--- src/rtl/gated_reg_bank_pkg.sv ---
// Shared defaults and helpers for the gated register bank.
package gated_reg_bank_pkg;
  localparam int CH_DEF    = 4;
  localparam int W_DEF     = 8;
  localparam int HOLD_DEF  = 2;
  localparam int CNT_W_DEF = 8;

  // Hold counter must represent 0..HOLD_CYCLES; keep at least one bit when HOLD_CYCLES=0.
  function automatic int hold_w(input int hold_cycles);
    return (hold_cycles < 1) ? 1 : $clog2(hold_cycles + 1);
  endfunction
endpackage

--- src/rtl/gated_reg_bank_icg_cell.sv ---
// Latch-based integrated clock gate: enable captured while clk is low, gclk = clk & latched enable.
// Behavioural model interchangeable with a library ICG cell; this is the only latch in the design.
module icg_cell (
  input  logic clk,
  input  logic rst_n,
  input  logic en,
  input  logic test_en,
  output logic gclk,
  output logic en_lat
);
  always_latch begin
    if (!rst_n)
      en_lat <= 1'b0;
    else if (!clk)
      en_lat <= en | test_en;
  end

  assign gclk = clk & en_lat;
endmodule

--- src/rtl/gated_reg_bank.sv ---
// Bank of CH W-bit registers, each on its own gated clock with an enable hold-off window
// and a saturating count of suppressed edges.
module gated_reg_bank
  import gated_reg_bank_pkg::*;
#(
  parameter int CH          = CH_DEF,
  parameter int W           = W_DEF,
  parameter int HOLD_CYCLES = HOLD_DEF,
  parameter int CNT_W       = CNT_W_DEF
) (
  input  logic              clk,
  input  logic              rst_n,
  input  logic              test_en,
  input  logic [CH-1:0]     en,
  input  logic [CH*W-1:0]   d,
  input  logic              cnt_clr,
  output logic [CH*W-1:0]   q,
  output logic [CH-1:0]     clk_active,
  output logic [CH*CNT_W-1:0] gate_cnt
);
  localparam int HW = hold_w(HOLD_CYCLES);
  localparam logic [HW-1:0]    HOLD_LD = HW'(HOLD_CYCLES);
  localparam logic [CNT_W-1:0] CNT_MAX = '1;

  for (genvar i = 0; i < CH; i++) begin : g_ch
    logic [HW-1:0]    r_hold;
    logic [W-1:0]     r_q;
    logic [CNT_W-1:0] r_cnt;
    logic             w_ce;
    logic             w_gclk;
    logic             w_lat;

    // test_en enters only at the gate, so it never extends the hold window.
    assign w_ce = en[i] | (r_hold != '0);

    icg_cell u_icg (
      .clk     (clk),
      .rst_n   (rst_n),
      .en      (w_ce),
      .test_en (test_en),
      .gclk    (w_gclk),
      .en_lat  (w_lat)
    );

    always_ff @(posedge clk or negedge rst_n) begin
      if (!rst_n)
        r_hold <= '0;
      else if (en[i])
        r_hold <= HOLD_LD;
      else if (r_hold != '0)
        r_hold <= r_hold - HW'(1);
    end

    always_ff @(posedge w_gclk or negedge rst_n) begin
      if (!rst_n)
        r_q <= '0;
      else
        r_q <= d[i*W +: W];
    end

    // w_lat is stable through the high phase, so it reflects whether this edge was passed.
    always_ff @(posedge clk or negedge rst_n) begin
      if (!rst_n)
        r_cnt <= '0;
      else if (cnt_clr)
        r_cnt <= '0;
      else if (!w_lat && (r_cnt != CNT_MAX))
        r_cnt <= r_cnt + CNT_W'(1);
    end

    assign q[i*W +: W]            = r_q;
    assign gate_cnt[i*CNT_W +: CNT_W] = r_cnt;
    assign clk_active[i]          = w_lat;
  end
endmodule

--- config.mk ---
export PLATFORM = sky130hd
export DESIGN_NAME = gated_reg_bank
export DESIGN_NICKNAME = d
export VERILOG_FILES = /design/src/rtl/gated_reg_bank_pkg.sv /design/src/rtl/gated_reg_bank_icg_cell.sv /design/src/rtl/gated_reg_bank.sv
export SDC_FILE = /design/constraint.sdc
export NUM_CORES = 1
export LEC_CHECK = 0
export ABC_CLOCK_PERIOD_IN_PS = 1500
export CORE_UTILIZATION = 30
export DETAILED_ROUTE_END_ITERATION = 12
export DONT_BUFFER_PORTS = 1
export PLACE_DENSITY = 0.44
export SETUP_SLACK_MARGIN = 0.4
export SLEW_MARGIN = 20
export SYNTH_ARGS = -nofsm -noshare
export SYNTH_HDL_FRONTEND = slang
export SYNTH_SLANG_ARGS = --single-unit
--- constraint.sdc ---
create_clock -name clk -period 1.5 [get_ports clk]
set_input_delay 0.3 -clock clk [delete_from_list [all_inputs] [get_ports clk]]
set_output_delay 0.3 -clock clk [all_outputs]
set_load 0.02 [all_outputs]
==> Word level (Yosys, flattened, before mapping) <==
Index checks and enable logic that the tools add are counted.
{ "op_classes": {"addsub": 8, "n_eq_ne": 4, "mux": 26, "bitwise": 12, "reduce_logical": 20} }
{ "op_table": {"columns": ["cell", "n"], "rows": [
  ["8-bit two-way mux", 8],
  ["8-bit by 1-bit adder with 8-bit output, second input constant", 4],
  ["8-bit inequality test, second input constant", 4],
  ["2-bit nonzero test", 12],
  ["2-bit two-way mux", 8],
  ["1-bit two-way mux", 10],
  ["1-bit bitwise OR", 8],
  ["2-bit by 1-bit subtractor with 2-bit output, second input constant", 4],
  ["1-bit AND", 4],
  ["1-bit logical AND", 4],
  ["1-bit zero test", 4]
]} }
{ "word_totals": {"ff_bits": 72, "latchBits": 4, "in_bits": 40, "output_inout_bits": 68} }

==> Depth between registers and ports, before layout <==
Gate-level depths: netlist of the first run.
{ "depth": {"ltp_word": 5, "depth_mapped": 4, "ltp_nobuf": 4} }

==> Modules after synthesis <==
From an unflattened synthesis of the first run, not the netlist that was laid out.
{ "hier_totals": {"hier_cells": 262, "hier_area_um2": 3109.2} }
{ "by_module_without_submodules": {"columns": ["module", "n_inst", "cells_each", "area_each_um2"], "rows": [
  ["gated_reg_bank", 1, 246, 2979.1],
  ["icg_cell", 4, 4, 32.5]
]} }

==> results of run 1 <==
==> path summary, 6_finish.rpt <==
path | from | end | cells past startpoint
setup / recovery | g_ch[3].u_icg.en_lat | clk_active[3] | 3
hold / removal | rst_n | clock gate | 0
setup reg to reg | g_ch[2].u_icg.en_lat | g_ch[2].r_cnt[4] | 5
hold reg to reg | g_ch[1].r_hold[1] | g_ch[1].r_hold[1] | 1
max in group gated | g_ch[3].u_icg.en_lat | clock gate | 3
max in group asynchronous | rst_n | g_ch[1].r_cnt[7] | 0
min in group asynchronous | rst_n | g_ch[2].r_q[4] | 0
min in group clk | rst_n | g_ch[3].u_icg.en_lat | 1
==> timing repair <==
item	in CTS	in global routing
gates resized for setup	93	39
cloned	1	0
hold endpoints to repair	149	77
pin swaps	14	13
endpoints found under the setup margin	110	114
setup buffers	27	7
==> area by class of cell <==
class	count	area, sq um
clock buffers	29	379
clock inverters	1	5.00
fillers	913	5020
inverters	14	52.6
multi-input cells	164	1480
flip-flops and latches	76	1900
well taps	136	170
repair buffers	126	1280
==> flip-flops by register name, summed over array words and instances (netlist names) <==
signal	count
g_ch.u_icg.en_lat	4
g_ch.r_q	32
g_ch.r_hold	8
g_ch.r_cnt	32
==> layout by cell type (no fill, tap or decap), drive strengths merged, types with 2 or more instances in the layout <==
cell,netlist,final
buf,10,89
dfrtp,72,72
dlygate4sd3,0,37
clkbuf,2,29
nor2,18,18
inv,14,14
a21oi,12,12
a31oi,10,10
nor2b,10,10
nand2b,9,9
ha,8,8
nand3,7,7
a311oi,7,7
mux2,6,6
and2,6,6
and4,6,6
and3,6,6
nand2,5,5
mux2i,5,5
a211oi,5,5
and4b,5,5
nor3,5,5
a41oi,5,5
o21bai,4,4
xor2,4,4
dlxtp,4,4
a21boi,3,3
and3b,3,3
a211o,3,3
nor4b,2,2
==> worst reg2reg max path, stage by stage, from the launching register on <==
cell and delay (ns):
dlxtp_1 0.29, buf_4 0.13, buf_6 0.11, nand4b_1 0.21, a21oi_2 0.17, mux2_4 0.31
==> layer usage <==
layer  track usage (%)  vias to the layer above  routed length (um)
met4              10.1                        0                 212
li1                  -                     1245                   -
met1              19.2                     1300                3500
met2              27.3                       81                4390
met5                 0                        -                   0
met3              8.98                       24                 593
==> power by group through the flow <==
stage | clock (mW) | combinational, mW | sequential (mW)
after floorplan | 0.110 | 0.593 | 1.98
after global placement | 0.110 | 0.851 | 1.94
after detailed placement | 0.110 | 0.882 | 1.94
after CTS | 2.07 | 1.28 | 1.91
after global routing | 2.19 | 1.55 | 1.94
final | 1.98 | 1.42 | 1.92
==> kinds of logic (layout without fill, tap and decap cells) <==
family / Yosys count / count (layout) / share of synthesized area (%)
fa+ha+maj: 8 / 8 / 3.15
compound gates: 52 / 52 / 12.4
latches: 4 / 4 / 1.89
simple gates: 89 / 89 / 17.0
buf+inv: 26 / 170 / 4.06
flops: 72 / 72 / 56.7
xor+xnor: 4 / 4 / 1.10
mux: 11 / 11 / 3.70
==> synthesized netlist by cell type, types with 6 or more instances <==
library cell | count | area [sq um]
dfrtp_1 | 72 | 1800
nor2_1 | 18 | 67.6
inv_1 | 14 | 52.6
a21oi_1 | 12 | 60.1
a31oi_1 | 10 | 62.6
nor2b_1 | 10 | 62.6
nand2b_1 | 9 | 56.3
ha_1 | 8 | 100
a311oi_1 | 7 | 61.3
nand3_1 | 7 | 35.0
and2_1 | 6 | 37.5
and3_1 | 6 | 37.5
==> stage by stage <==
step | std cells | power, mW | hold WS [ns]
detailed placement | 443 | 2.93 | -0.437
CTS | 539 | 5.26 | -0.709
floorplan | 266 | 2.69 | -0.450
finish | 546 | 5.31 | -0.672
global route | 546 | 5.68 | -0.716
global placement | 443 | 2.90 | -0.437
==> impl_metrics.py, run 1 <==
metrics = {
    "critical_path": {
        "required_ns": 1.20,
        "path_buf_inv": 2,
        "critPathMostFrequentCell": "buf_6",
        "crit_family": "latches",
        "cp-end-kind": "primary output",
        "r2r_slack_ns": -0.53,
        "path_class": "latch -> out",
        "worstPathMaxFanout": 2,
        "arrival_ns": 1.95,
        "critPathLaunchType": "latch",
        "cpMaxStageDelayCell": "dlxtp_1",
        "worstPathCellList": "dlxtp_1 > buf_6 > buf_6",
        "cpPeakStageDelay_ns": 0.25,
    },
    "final_layout": {
        "nNetsFinal": 456,
        "fin_util_pct": 51.2,
        "antennaDiodeCount": 0,
        "area_delta_synth_final_pct": 65.7,
        "fin_area_sq_mm": 0.00526,
        "layout-drive-gt1-share_pct": 50.0,
    },
    "floorplanning": {
        "fp.dieW_um": 105,
        "ios": 108,
        "fp.dieArea_sq_mm": 0.0110,
        "start_util_pct": 30.9,
        "core_area_sq_mm": 0.0103,
        "std_cell_rows": 37,
        "die_y_um": 105,
    },
    "placement": {
        "place_ws_ns": -0.399,
        "gp_congestion": 0.748,
        "io_buffers": 0,
        "placed_cell_area_sq_mm": 0.00377,
        "place_hpwl_um": 5160,
    },
    "global_routing": {
        "gr-total-overflow": 0,
        "grt_max_degree": 78,
        "groute.usage.overall_pct": 17.6,
        "grt_pass1_wl_um": 14300,
        "first_global_vias": 2822,
        "antenna_found_initial": 0,
    },
    "pwr": {
        "vdd.ir_drop.worst_mv": 0.711,
        "seq_power_share_pct": 36.1,
        "p_int_mw": 3.79,
        "p_leak_nw": 2.33,
        "p_comb_share_pct": 26.7,
        "p_sw_mw": 1.53,
        "p_per_area_mw_per_mm2": 1010,
        "p_clk_share_pct": 37.2,
        "netSwitchingFraction_pct": 28.7,
    },
    "job": {
        "drv_cap": 0,
    },
    "sta": {
        "finalSetupViolations": 40,
        "hold_violations": 77,
        "finalMaxSlewViolations": 0,
        "hold_slack_ns": -0.672,
        "setup_slack_ns": -0.752,
        "fin_skew_ns": 0.0554,
        "tns_ns": -16.83,
        "max_slew.worst_pin.slew_ns": 0.339,
        "maxSlewHeadroom_pct": 77.4,
        "rsz0062_at_grt": "yes",
    },
    "status": {
        "violations": "hold timing, setup timing",
        "status": "complete, but fails checks",
    },
    "synth": {
        "async_reset_ff_share_pct": 94.7,
        "synth_warnings": 0,
        "synth_flop_cell": "dfrtp_1",
        "avgSynthCellArea_sq_um": 11.9,
        "syn_inst": 266,
        "synth_area_sq_mm": 0.00318,
        "synth.distinct_cells": 44,
        "syn_nets": 314,
        "ys_seq_elements": 76,
        "synth_edf_count": 0,
    },
    "clock_network": {
        "clock_latency_ns": 0.61,
        "cts_hold_buf": 38,
        "cts_tree": "yes",
        "clk_pin_slew_worst_paths_ns": 0.04,
    },
    "route": {
        "dr.pass1.iters": 4,
        "via_count": 2650,
        "totalWireLength_um": 8700,
        "drtAntennaViolNets": 0,
        "dr.first_iter.drc_count": 116,
        "wl_per_cell_um": 15.9,
        "drcViolationCount": 0,
        "viasPerCell": 4.85,
    },
    "worst_hold_path": {
        "hold_class": "in -> gate",
    },
}
Note: power is estimated with default switching activity, not from simulation.
==> run 2: changes to the inputs <==
CTS_BUF_LIST = sky130_fd_sc_hd__clkbuf_4   (was not set)
==> run 2 against run 1 <==
Effect of this change:
- the run still ends with hold timing, setup timing left
- sequential power is essentially flat
- combinational power is essentially flat
- power shrank 12%
- largest power group is now registers
- design area shrank 3.6%
- die area is the same
- clock-buffer cell count shrank 2
- register-to-register slack lost 0.07 ns
- worst setup slack gained 0.011 ns
- highest routed layer unchanged
- clock power shrank 32%
- global-route usage shrank 0.27 points
==> impl_metrics.py, run 2 (same netlist as run 1, synthesis figures left out) <==
metrics = {
    "status": {
        "status": "complete, but fails checks",
        "violations": "hold timing, setup timing",
    },
    "pwr": {
        "vdd.ir_drop.worst_mv": 0.711,
        "p_per_area_mw_per_mm2": 925,
        "p_leak_nw": 2.25,
    },
    "route": {
        "wl_per_cell_um": 15.8,
        "dr.pass1.iters": 6,
        "drtAntennaViolNets": 0,
        "dr.first_iter.drc_count": 91,
        "totalWireLength_um": 8560,
        "via_count": 2633,
        "viasPerCell": 4.85,
        "drcViolationCount": 0,
    },
    "placement": {
        "placed_cells": 443,
        "place_ws_ns": -0.399,
        "io_buffers": 0,
        "place_hpwl_um": 5160,
        "gp_congestion": 0.748,
        "placed_cell_area_sq_mm": 0.00377,
    },
    "sta": {
        "hold_slack_ns": -0.690,
        "max_slew.worst_pin.slew_ns": 0.306,
        "finalMaxSlewViolations": 0,
        "maxSlewHeadroom_pct": 79.6,
        "rsz0062_at_grt": "yes",
        "fin_skew_ns": 0.0481,
        "hold_violations": 77,
        "tns_ns": -17.95,
        "setup_slack_ns": -0.741,
        "finalSetupViolations": 40,
    },
    "floorplanning": {
        "fp.dieW_um": 105,
        "start_util_pct": 30.9,
        "die_y_um": 105,
        "fp.dieArea_sq_mm": 0.0110,
        "ios": 108,
        "std_cell_rows": 37,
        "core_area_sq_mm": 0.0103,
    },
    "critical_path": {
        "arrival_ns": 1.94,
        "cp-end-kind": "primary output",
        "path_class": "latch -> out",
        "required_ns": 1.20,
        "worstPathMaxFanout": 2,
        "critPathLaunchType": "latch",
        "r2r_slack_ns": -0.60,
    },
    "final_layout": {
        "layout-drive-gt1-share_pct": 49.9,
        "area_delta_synth_final_pct": 59.7,
        "nNetsFinal": 453,
        "layout_commonest_cell": "buf_6",
        "fin_util_pct": 49.4,
        "antennaDiodeCount": 0,
        "fin_cells": 543,
        "top_regs": "g_ch.r_cnt: 32 flops, g_ch.r_q: 32 flops, g_ch.r_hold: 8 flops",
        "fin_area_sq_mm": 0.00507,
        "layout_common_cells": "61 x buf_6, 43 x dfrtp_1, 37 x dlygate4sd3_1",
    },
    "global_routing": {
        "gr-usage-met1_pct": 18.9,
        "top_usage_layer": "met2",
        "grt_max_degree": 78,
        "grt_use_met2_pct": 27.5,
        "grt_pass1_wl_um": 14100,
        "first_global_vias": 2759,
        "met3_usage_pct": 8.67,
        "gr-total-overflow": 0,
        "groute.usage.overall_pct": 17.3,
        "antenna_found_initial": 0,
    },
    "clock_network": {
        "clk_pin_slew_worst_paths_ns": 0.06,
        "cts_tree": "yes",
        "clock_latency_ns": 0.61,
        "cts_hold_buf": 38,
    },
    "job": {
        "drv_cap": 0,
    },
    "worst_hold_path": {
        "hold_class": "in -> async",
    },
}
==> run 2: cell types whose count changed in the layout (fill, tap and decap cells not counted), sizes merged <==
cell    delta
clkbuf     -2
clkinv     +1
buf        -2
==> run 2: timing repair <==
item	4_1_cts	5_1_grt
gates cloned	1	0
setup endpoints to repair	110	114
hold endpoints to repair	149	77
resized for setup	96	35
pin swaps	14	17
setup buffers	26	6
==> run 2: worst paths after layout <==
check / cells past startpoint / endpoint / startpoint
max: 3 / clk_active[3] / g_ch[3].u_icg.en_lat
min: 0 / g_ch[0].r_q[6] / rst_n
max reg2reg: 6 / g_ch[2].r_cnt[6] / g_ch[2].u_icg.en_lat
min reg2reg: 1 / g_ch[1].r_hold[1] / g_ch[1].r_hold[1]
max in group gated: 4 / clock gate / g_ch[2].u_icg.en_lat
max in group asynchronous: 0 / g_ch[1].r_cnt[7] / rst_n
min in group gated: 0 / clock gate / rst_n
min in group clk: 1 / g_ch[3].u_icg.en_lat / rst_n
==> run 2: final cells by class <==
cell class / count / area (sq um)
multi-input cells: 164 / 1480
clock buffers: 27 / 203
clock inverters: 2 / 8.76
repair buffers: 124 / 1260
fillers: 937 / 5200
well taps: 136 / 170
inverters: 14 / 52.6
flip-flops and latches: 76 / 1900
==> run 2: critical path: stages (launching register included) <==
cell	delay [ns]
dlxtp_1	0
dlxtp_1	0.25
buf_6	0.12
buf_6	0.12
==> run 2: routing by layer <==
metal	wire, um	vias up
met2	4360	68
li1	-	1244
met1	3490	1302
met4	178	0
met3	530	19
met5	0	-
==> run 2: stage by stage <==
stage | hold slack [ns] | total power [mW]
6_report | -0.690 | 4.69
5_1_grt | -0.775 | 5.02
4_1_cts | -0.738 | 4.61
3_5_place_dp | -0.437 | 2.93
3_3_place_gp | -0.437 | 2.90
2_1_floorplan | -0.450 | 2.69
==> run 2: where the power goes <==
part	internal [mW]	switching [mW]	total, mW
clock	0.637	0.710	1.35
sequential	1.74	0.173	1.92
combinational	0.851	0.576	1.43
